### src/rtl/sc_scbc_pkg.sv
// sc_scbc_pkg: shared arbiter state type and ULPI register addresses
package sc_scbc_pkg;
    typedef enum logic [1:0] {IDLE, ISSUE, COMP} ula_state_t;
    localparam logic [7:0] VENDOR_ID_LO = 8'h00;
    localparam logic [7:0] FUNC_CTRL    = 8'h04;
    localparam logic [7:0] OTG_CTRL     = 8'h0A;
    localparam logic [7:0] DEBUG        = 8'h15;
    localparam logic [7:0] SCRATCH      = 8'h16;
endpackage

### src/rtl/sc_scbc_rrpick.sv
// sc_scbc_rrpick: combinational round-robin picker, first set request at or after ptr
module sc_scbc_rrpick #(
    parameter int N = 3
) (
    input  logic [N-1:0]         req,
    input  logic [$clog2(N)-1:0] ptr,
    output logic                 vld,
    output logic [$clog2(N)-1:0] idx
);
    localparam int W = $clog2(N);
    assign vld = |req;
    always_comb begin
        idx = '0;
        for (int k = N - 1; k >= 0; k--)
            if (req[(int'(ptr) + k) % N]) idx = W'((int'(ptr) + k) % N);
    end
endmodule

### src/rtl/sc_scbc_ula.sv
// sc_scbc_ula: round-robin arbiter serialising ULPI register accesses with timeout
module sc_scbc_ula
    import sc_scbc_pkg::*;
#(
    parameter int NREQ           = 3,
    parameter int TIMEOUT_CYCLES = 1024
) (
    input  logic                    ULPICLK,
    input  logic                    ULPIRST,
    input  logic [NREQ-1:0]         RQ_REQ,
    input  logic [NREQ-1:0]         RQ_WR0RD1,
    input  logic [NREQ*8-1:0]       RQ_ADDR,
    input  logic [NREQ*8-1:0]       RQ_WRDATA,
    output logic [NREQ-1:0]         RQ_ACK,
    output logic                    RQ_ERR,
    output logic [7:0]              RQ_RDDATA,
    output logic                    ULLA_REQ,
    input  logic                    ULLA_ACK,
    output logic                    ULLA_WR0RD1,
    output logic [7:0]              ULLA_ADDR,
    output logic [7:0]              ULLA_WRDATA,
    input  logic [7:0]              URC_DATA,
    output logic                    BUSY,
    output logic [$clog2(NREQ)-1:0] GRANT_ID
);
    localparam int GW = $clog2(NREQ);
    localparam int CW = $clog2(TIMEOUT_CYCLES);
    ula_state_t state, state_nx;
    logic [GW-1:0] ptr, pick_idx;
    logic pick_vld, tmo;
    logic [CW-1:0] cnt;
    sc_scbc_rrpick #(.N(NREQ)) u_pick (
        .req(RQ_REQ),
        .ptr(ptr),
        .vld(pick_vld),
        .idx(pick_idx)
    );
    assign tmo    = cnt == CW'(TIMEOUT_CYCLES - 1);
    assign BUSY   = state != IDLE;
    assign RQ_ACK = state == COMP ? NREQ'(1) << GRANT_ID : '0;
    always_comb begin
        state_nx = state;
        case (state)
            IDLE:    state_nx = pick_vld ? ISSUE : IDLE;
            ISSUE:   state_nx = (ULLA_ACK || tmo) ? COMP : ISSUE;
            default: state_nx = IDLE;
        endcase
    end
    always_ff @(posedge ULPICLK) begin
        if (ULPIRST) begin
            state       <= IDLE;
            ptr         <= '0;
            cnt         <= '0;
            ULLA_REQ    <= 1'b0;
            ULLA_WR0RD1 <= 1'b0;
            ULLA_ADDR   <= '0;
            ULLA_WRDATA <= '0;
            RQ_ERR      <= 1'b0;
            RQ_RDDATA   <= '0;
            GRANT_ID    <= '0;
        end else begin
            state <= state_nx;
            if (state == IDLE && pick_vld) begin
                GRANT_ID    <= pick_idx;
                ULLA_REQ    <= 1'b1;
                ULLA_WR0RD1 <= RQ_WR0RD1[pick_idx];
                ULLA_ADDR   <= RQ_ADDR[8*pick_idx +: 8];
                ULLA_WRDATA <= RQ_WRDATA[8*pick_idx +: 8];
                cnt         <= '0;
            end
            if (state == ISSUE) begin
                cnt <= cnt + 1'b1;
                // an ACK arriving on the timeout cycle still counts as success
                if (ULLA_ACK || tmo) begin
                    ULLA_REQ <= 1'b0;
                    RQ_ERR   <= !ULLA_ACK;
                end
                if (ULLA_ACK && ULLA_WR0RD1) RQ_RDDATA <= URC_DATA;
            end
            if (state == COMP) ptr <= GRANT_ID == GW'(NREQ - 1) ? '0 : GRANT_ID + 1'b1;
        end
    end
endmodule

### config.mk
export PLATFORM = sky130hd
export DESIGN_NAME = sc_scbc_ula
export DESIGN_NICKNAME = d
export VERILOG_FILES = /design/src/rtl/sc_scbc_pkg.sv /design/src/rtl/sc_scbc_rrpick.sv /design/src/rtl/sc_scbc_ula.sv
export SDC_FILE = /design/constraint.sdc
export NUM_CORES = 1
export LEC_CHECK = 0
export ABC_AREA = 1
export ABC_CLOCK_PERIOD_IN_PS = 4600
export BUFFER_PORTS_ARGS = -buffer_cell sky130_fd_sc_hd__buf_2
export CAP_MARGIN = 25
export CORE_UTILIZATION = 50
export CTS_BUF_LIST = sky130_fd_sc_hd__clkbuf_8
export CTS_CLUSTER_DIAMETER = 150
export CTS_CLUSTER_SIZE = 30
export DETAILED_ROUTE_END_ITERATION = 10
export GPL_ROUTABILITY_DRIVEN = 1
export GPL_TIMING_DRIVEN = 0
export PLACE_DENSITY = 0.8
export SETUP_SLACK_MARGIN = 0.1
export SLEW_MARGIN = 15
export SYNTH_ARGS = -nofsm -noshare
export SYNTH_HDL_FRONTEND = slang
export SYNTH_SLANG_ARGS = --single-unit
### constraint.sdc
create_clock -name ULPICLK -period 4.6 [get_ports ULPICLK]
set_input_delay 0 -clock ULPICLK [delete_from_list [all_inputs] [get_ports ULPICLK]]
set_output_delay 0 -clock ULPICLK [all_outputs]
set_load 0.01 [all_outputs]
Word level (Yosys, flattened, before mapping)
Index checks and enable logic that the tools add are counted.
{"block": "word_totals", "reg_bits": 43, "in_bits": 65, "output_inout_bits": 33, "wordCells": 62}
{"block": "op_classes", "addsub": 4, "div_mod_pow": 3, "n_lt_le_gt_ge": 4, "eq_ne": 4, "shift": 3, "n_mux": 24, "reduce_logical": 10}
{"operator": "< comparator 32 x 4 -> 1 bit (second input constant)", "count": 3}
{"operator": "remainder unit 32 x 3 -> 32 bit (second input constant)", "count": 2}
{"operator": "variable part select 24 x 6 -> 8 bit", "count": 2}
{"operator": "remainder unit 3 x 3 -> 32 bit (second input constant)", "count": 1}
{"operator": "2-to-1 mux 10 bit", "count": 2}
{"operator": "2-to-1 mux 1 bit", "count": 11}
{"operator": "adder 10 x 1 -> 10 bit (second input constant)", "count": 1}
{"operator": "equality test 10 bit (second input constant)", "count": 1}
{"operator": "2-to-1 mux 2 bit", "count": 5}
{"operator": "binary-select mux 1 bit (select 2 bit)", "count": 4}
{"operator": "equality test 2 bit (second input constant)", "count": 2}
{"operator": "case mux 2 bit (2 select lines)", "count": 1}
{"operator": "AND reduction 2 bit", "count": 2}
{"operator": "nonzero test 2 bit", "count": 2}
{"operator": "adder 2 x 1 -> 3 bit (second input constant)", "count": 1}
{"operator": "adder 2 x 2 -> 3 bit (second input constant)", "count": 1}
{"operator": "< comparator 2 x 3 -> 1 bit (second input constant)", "count": 1}
{"operator": "2-to-1 mux 3 bit", "count": 1}
{"operator": "OR reduction 3 bit", "count": 1}
{"operator": "<< shifter 1 x 2 -> 3 bit (first input constant)", "count": 1}
{"operator": "adder 2 x 1 -> 2 bit (second input constant)", "count": 1}
{"operator": "equality test 2 x 1 -> 1 bit (second input constant)", "count": 1}
{"operator": "logical AND 1 bit", "count": 2}
{"operator": "zero test 2 bit", "count": 1}
{"operator": "other kinds (2)", "count": 2}

Longest topological paths before layout
{"block": "depth", "ltp_word": 10, "depth_mapped": 15, "ltp_nobuf": 14}

Modules after synthesis
From an unflattened synthesis, not the netlist that was laid out.
{"block": "hier_totals", "cells_unflattened": 328, "area_unflattened_um2": 2318.5}
{"mod": "sc_scbc_ula", "n_inst": 1, "cells_per_inst": 293, "area_per_inst_um2": 2133.3}
{"mod": "sc_scbc_rrpick", "n_inst": 1, "cells_per_inst": 35, "area_per_inst_um2": 185.2}

Least setup slack after synthesis
OpenSTA, ideal clock, no wires.
{"block": "synth_timing", "path_type": "register -> register", "startpoint": "reg ptr[0]", "endpoint": "reg ULLA_ADDR[0]", "setup_ns": 0.070, "t_arrival_ns": 1.687, "required_ns": 4.530, "slack_ns": 2.843, "stages_incl_launch_ff": 15, "period_less_slack_ns": 1.757, "cell_sequence": "dfxtp_1 -> inv_1 -> ha_1 -> inv_2 -> nand2_2 -> nand2_1 -> nand2_1 -> nand2_1 -> nand2_2 -> nand2_4 -> inv_4 -> nor2_8 -> buf_12 -> nand3_2 -> a21oi_2"}
{"block": "synth_via", "elab_chain_cells": 9, "word_cells_on_any_way": 18, "classes_between": "add/sub: 2; div: 3; shift: 1; mux: 12"}
{"element": "start, declared", "line": "sc_scbc_ula.sv:29", "text": "logic [GW-1:0] ptr, pick_idx;"}
{"element": "start signal, assigned", "line": "sc_scbc_ula.sv:80", "text": "if (state == COMP) ptr <= GRANT_ID == GW'(NREQ - 1) ? '0 : GRANT_ID + 1'b1;"}
{"element": "adder 2 x 2 -> 3 bit", "line": "sc_scbc_rrpick.sv:15", "text": "if (req[(int'(ptr) + k) % N]) idx = W'((int'(ptr) + k) % N);"}
{"element": "remainder unit 32 x 3 -> 32 bit", "line": "sc_scbc_rrpick.sv:15"}
{"element": "binary-select mux 1 bit (select 2 bit)", "line": "sc_scbc_rrpick.sv:15"}
{"element": "2-to-1 mux 1 bit (not written as such) (2 in a row)", "line": "sc_scbc_rrpick.sv:15"}
{"element": "2-to-1 mux 2 bit (2 in a row)", "line": "sc_scbc_rrpick.sv:15"}
{"element": "2-to-1 mux 2 bit (*)", "line": "sc_scbc_rrpick.sv:15"}
{"element": "variable part select 24 x 6 -> 8 bit (*)", "line": "sc_scbc_ula.sv:67", "text": "ULLA_ADDR <= RQ_ADDR[8*pick_idx +: 8];"}
{"element": "end signal, assigned", "line": "sc_scbc_ula.sv:67"}
{"element": "end, declared", "line": "sc_scbc_ula.sv:20", "text": "output logic [7:0] ULLA_ADDR,"}
Every way passes the cells marked *; elsewhere a longest branch is shown, timed or not. The select of a mux whose other input is x is not followed.
A chain may end at the register's enable or synchronous reset.

Worst setup path in the final report
{"block": "layout_timing", "startpoint": "reg ptr[0]", "endpoint": "reg ULLA_ADDR[2]"}
The elaborated chain is that of the path after synthesis.

==> impl_metrics.env <==
export IMPL_seq_area_um2=861
export IMPL_drv_slew=0
export IMPL_io_buffers=96
export IMPL_die_w_um=76.3
export IMPL_multi_input_area_um2=1480
export IMPL_track_usage=0.241
export IMPL_cp_slowest_cell="ha_1"
export IMPL_dr_pass1_iters=4
export IMPL_fin_util=0.676
export IMPL_worst_path_buf_inv=4
export IMPL_cp_data_arrival_time_ns=2.25
export IMPL_status="complete, no violations"
export IMPL_seq_area_frac_synth=0.312
export IMPL_rsz0062_at_grt="no"
export IMPL_initial_core_util=0.530
export IMPL_synth_nets=453
export IMPL_clock_root_buffer="clkbuf_8"
export IMPL_vias_per_cell=4.84
export IMPL_synth_xor_area_share=0
export IMPL_cts_resized=0
export IMPL_clk_pin_slew_ns=0.10
export IMPL_drt_iter0_markers=135
export IMPL_syn_area_um2=2760
export IMPL_setup_violations=0
export IMPL_synth_fa_ha_area_frac=0.0181
export IMPL_synthTopCellsByArea="dfxtp_1 31%, nand2_1 10%, inv_1 9.9%, nand3_1 5.4%, nand3_2 5.4%"
export IMPL_synth_seq_cells=43
export IMPL_startpoint_type="register"
export IMPL_num_rows=26
export IMPL_finalCritPeriodShare=0.439
export IMPL_min_path_type="in -> reg"
export IMPL_layout_nets=564
export IMPL_fmax_mhz=496
export IMPL_fin_tns_setup_ns=0
export IMPL_cp_common_cell="nand2_1"
export IMPL_cap_violations=0
export IMPL_irDropWorstVdd_v=0.000194
export IMPL_synth_compound_area_frac=0.142
export IMPL_max_slew_worst_pin_slew_ns=0.720
export IMPL_synth_distinct_cells=33
export IMPL_power_density_nw_per_um2=307
export IMPL_clkLatencyLatePin_ns=0.31
export IMPL_yosys_area_share_simple=0.378
export IMPL_post_route_drc_count=0
export IMPL_yosys_warnings=0
export IMPL_io_pins=98
export IMPL_max_stage_delay_ns=0.37
export IMPL_critPathKind="reg -> reg"
export IMPL_die_h_um=76.3
export IMPL_wl_per_cell_um=11.8
export IMPL_avgSynthCellArea_um2=7.18
export IMPL_fin_worst_skew_ns=0.0125
export IMPL_post_cts_buffers=0
export IMPL_cts_tree="done"
export IMPL_place_hpwl_um=5050
export IMPL_grt_pass1_wl_um=11600
export IMPL_drive_gt1_frac=0.371
export IMPL_hold_violations=0
export IMPL_synth_top_family_by_area="simple AND/OR/NAND/NOR gates"
export IMPL_relSlewSlack=0.520
export IMPL_synth_area_leader_cell="dfxtp_1"
export IMPL_clk_path_buf_depth=2
export IMPL_gp_congestion=0.805
export IMPL_netlist_instances=384
export IMPL_h_tree_depth=2
export IMPL_cts_buffers=5
export IMPL_grt_start_max_net_pins=16
export IMPL_dieArea_um2=5820
export IMPL_grt_pass1_vias=2680
export IMPL_leakagePower_nw=1.83
export IMPL_numClockSinks=43
export IMPL_vias=2741
export IMPL_routed_wl_um=6680
export IMPL_path_max_fanout=10
export IMPL_gr_total_overflow=0
export IMPL_required_ns=4.83
export IMPL_path_delay_family="simple AND/OR/NAND/NOR gates"
export IMPL_n_fill_cell=461
export IMPL_core_region_area_um2=5200
export IMPL_antenna_found_initial=0
export IMPL_area_growth_syn_to_layout_pct=27.7
export IMPL_netlist_area_leader_share=0.312
export IMPL_muxShareOfSynthArea=0
export IMPL_drtAntennaViolNets=0
export IMPL_period_minus_slack_ns=2.02
export IMPL_crit_chain="inv_1 > ha_1 > inv_2 > nand3_1 > nand2_1 > nand2_1 > nand2_2 > nand2_4 > nor2_8 > buf_12 > nand2_2 > nand2_1 > inv_1 > a21oi_2"
export IMPL_crit_path_end_kind="register"
export IMPL_n_antenna_cell=0
## flip-flops by register name, summed over array words and instances, names as in the netlist
register,count
RQ_RDDATA,8
ULLA_ADDR,8
ULLA_WRDATA,8
ULLA_WR0RD1,1
cnt,10
ULLA_REQ,1
state,2
ptr,2
GRANT_ID,2
RQ_ERR,1
## final cells by class
class	count	share of cell area
Buffer	13	0.0313
Clock inverter	3	0.0131
Inverter	80	0.0860
Sequential cell	43	0.244
Clock buffer	5	0.0195
Tap cell	70	0.0249
Timing Repair Buffer	104	0.159
Multi-Input combinational cell	248	0.421
## tightest hold or removal path, delay by kind of cell
kind	cells	cell delay, ns
AND/OR/NAND/NOR	2	0.11
buffers and inverters	2	0.13
AO/OA/AOI/OAI	1	0.04
## timing repair
| item | in CTS | in global routing |
|---|---|---|
| endpoints found under the hold margin | 8 | 0 |
| endpoints found under the setup margin | 0 | 0 |
| hold buffers | 8 | 0 |
## cells in the final DEF (no fill, tap or decap), types with 2 or more instances in the layout
master / netlist / layout
a21oi_1: 9 / 9
nor2_1: 30 / 30
nand3_1: 30 / 30
o211ai_1: 2 / 2
nor3_1: 4 / 4
nand2_4: 13 / 13
buf_2: 4 / 100
clkbuf_1: 4 / 4
dfxtp_1: 43 / 43
ha_1: 4 / 4
inv_1: 73 / 73
buf_12: 3 / 3
a221oi_1: 2 / 2
o21ai_0: 20 / 20
a21oi_2: 13 / 13
clkbuf_8: 0 / 5
nand2_8: 2 / 2
nand2_2: 16 / 16
a211oi_1: 4 / 4
dlygate4sd3_1: 0 / 8
nand2_1: 74 / 74
nand3_2: 15 / 15
nor2_8: 2 / 2
inv_2: 6 / 6
## cells in the mapped netlist
master,n
nor2_1,30
a22oi_1,1
nand4_1,1
nand3_2,15
a211oi_1,4
inv_4,1
nor2_8,2
o21ai_2,1
nand2_4,13
buf_12,3
a211oi_2,1
nand3_1,30
clkbuf_1,4
buf_2,4
inv_2,6
a21oi_2,13
inv_1,73
nand2_1,74
buf_6,1
a221oi_1,2
buf_1,1
nand2_2,16
dfxtp_1,43
o21ai_0,20
a21oi_1,9
ha_1,4
o21bai_1,1
a31oi_2,1
nor3_1,4
o21a_1,1
o211ai_2,1
nand2_8,2
o211ai_1,2
## metal layers
layer | vias up | track usage | part of all wire | wire length, um
li1 | 1416 | - | - | -
met1 | 1225 | 0.288 | 0.43 | 2880
met2 | 90 | 0.423 | 0.49 | 3300
met3 | 10 | 0.0503 | 0.061 | 408
met4 | 0 | 0.0885 | 0.013 | 87
met5 | - | 0 | 0 | 0
## kinds of logic after synthesis
kind of cell | after synthesis
and+or+nand+nor | 187
AOI/OAI and AO/OA | 57
adders and majority gates | 4
buffers and inverters | 93
DFF | 43
## final timing paths
check / startpoint / to / slack [ns] / depth (start not counted)
max: ptr[0] / ULLA_ADDR[2] / 2.58 / 14
min: RQ_WRDATA[6] / ULLA_WRDATA[6] / 0.02 / 5
max reg2reg: ptr[0] / ULLA_ADDR[2] / 2.58 / 14
min reg2reg: RQ_ERR / RQ_ERR / 0.48 / 2
## metrics by stage
step	setup WS, ns	cell area [um2]	std cells	hold slack (ns)	total power [mW]
after floorplan	2.84	2760	384	0.167	0.670
after global placement	2.68	3330	550	0.252	0.766
after detailed placement	2.60	3330	550	0.258	0.775
after CTS	2.58	3520	566	0.0203	1.08
after global routing	2.40	3520	566	0.0327	1.14
final	2.58	3520	566	0.0237	1.08
## where the power goes
part | leakage [nW] | internal (mW) | total (mW) | switching, mW
Clock | 0.0548 | 0.164 | 0.309 | 0.146
Combinational | 1.42 | 0.140 | 0.345 | 0.205
Sequential | 0.352 | 0.406 | 0.427 | 0.0206
Total | 1.83 | 0.710 | 1.08 | 0.371
Note: power is estimated with default switching activity, not from simulation.
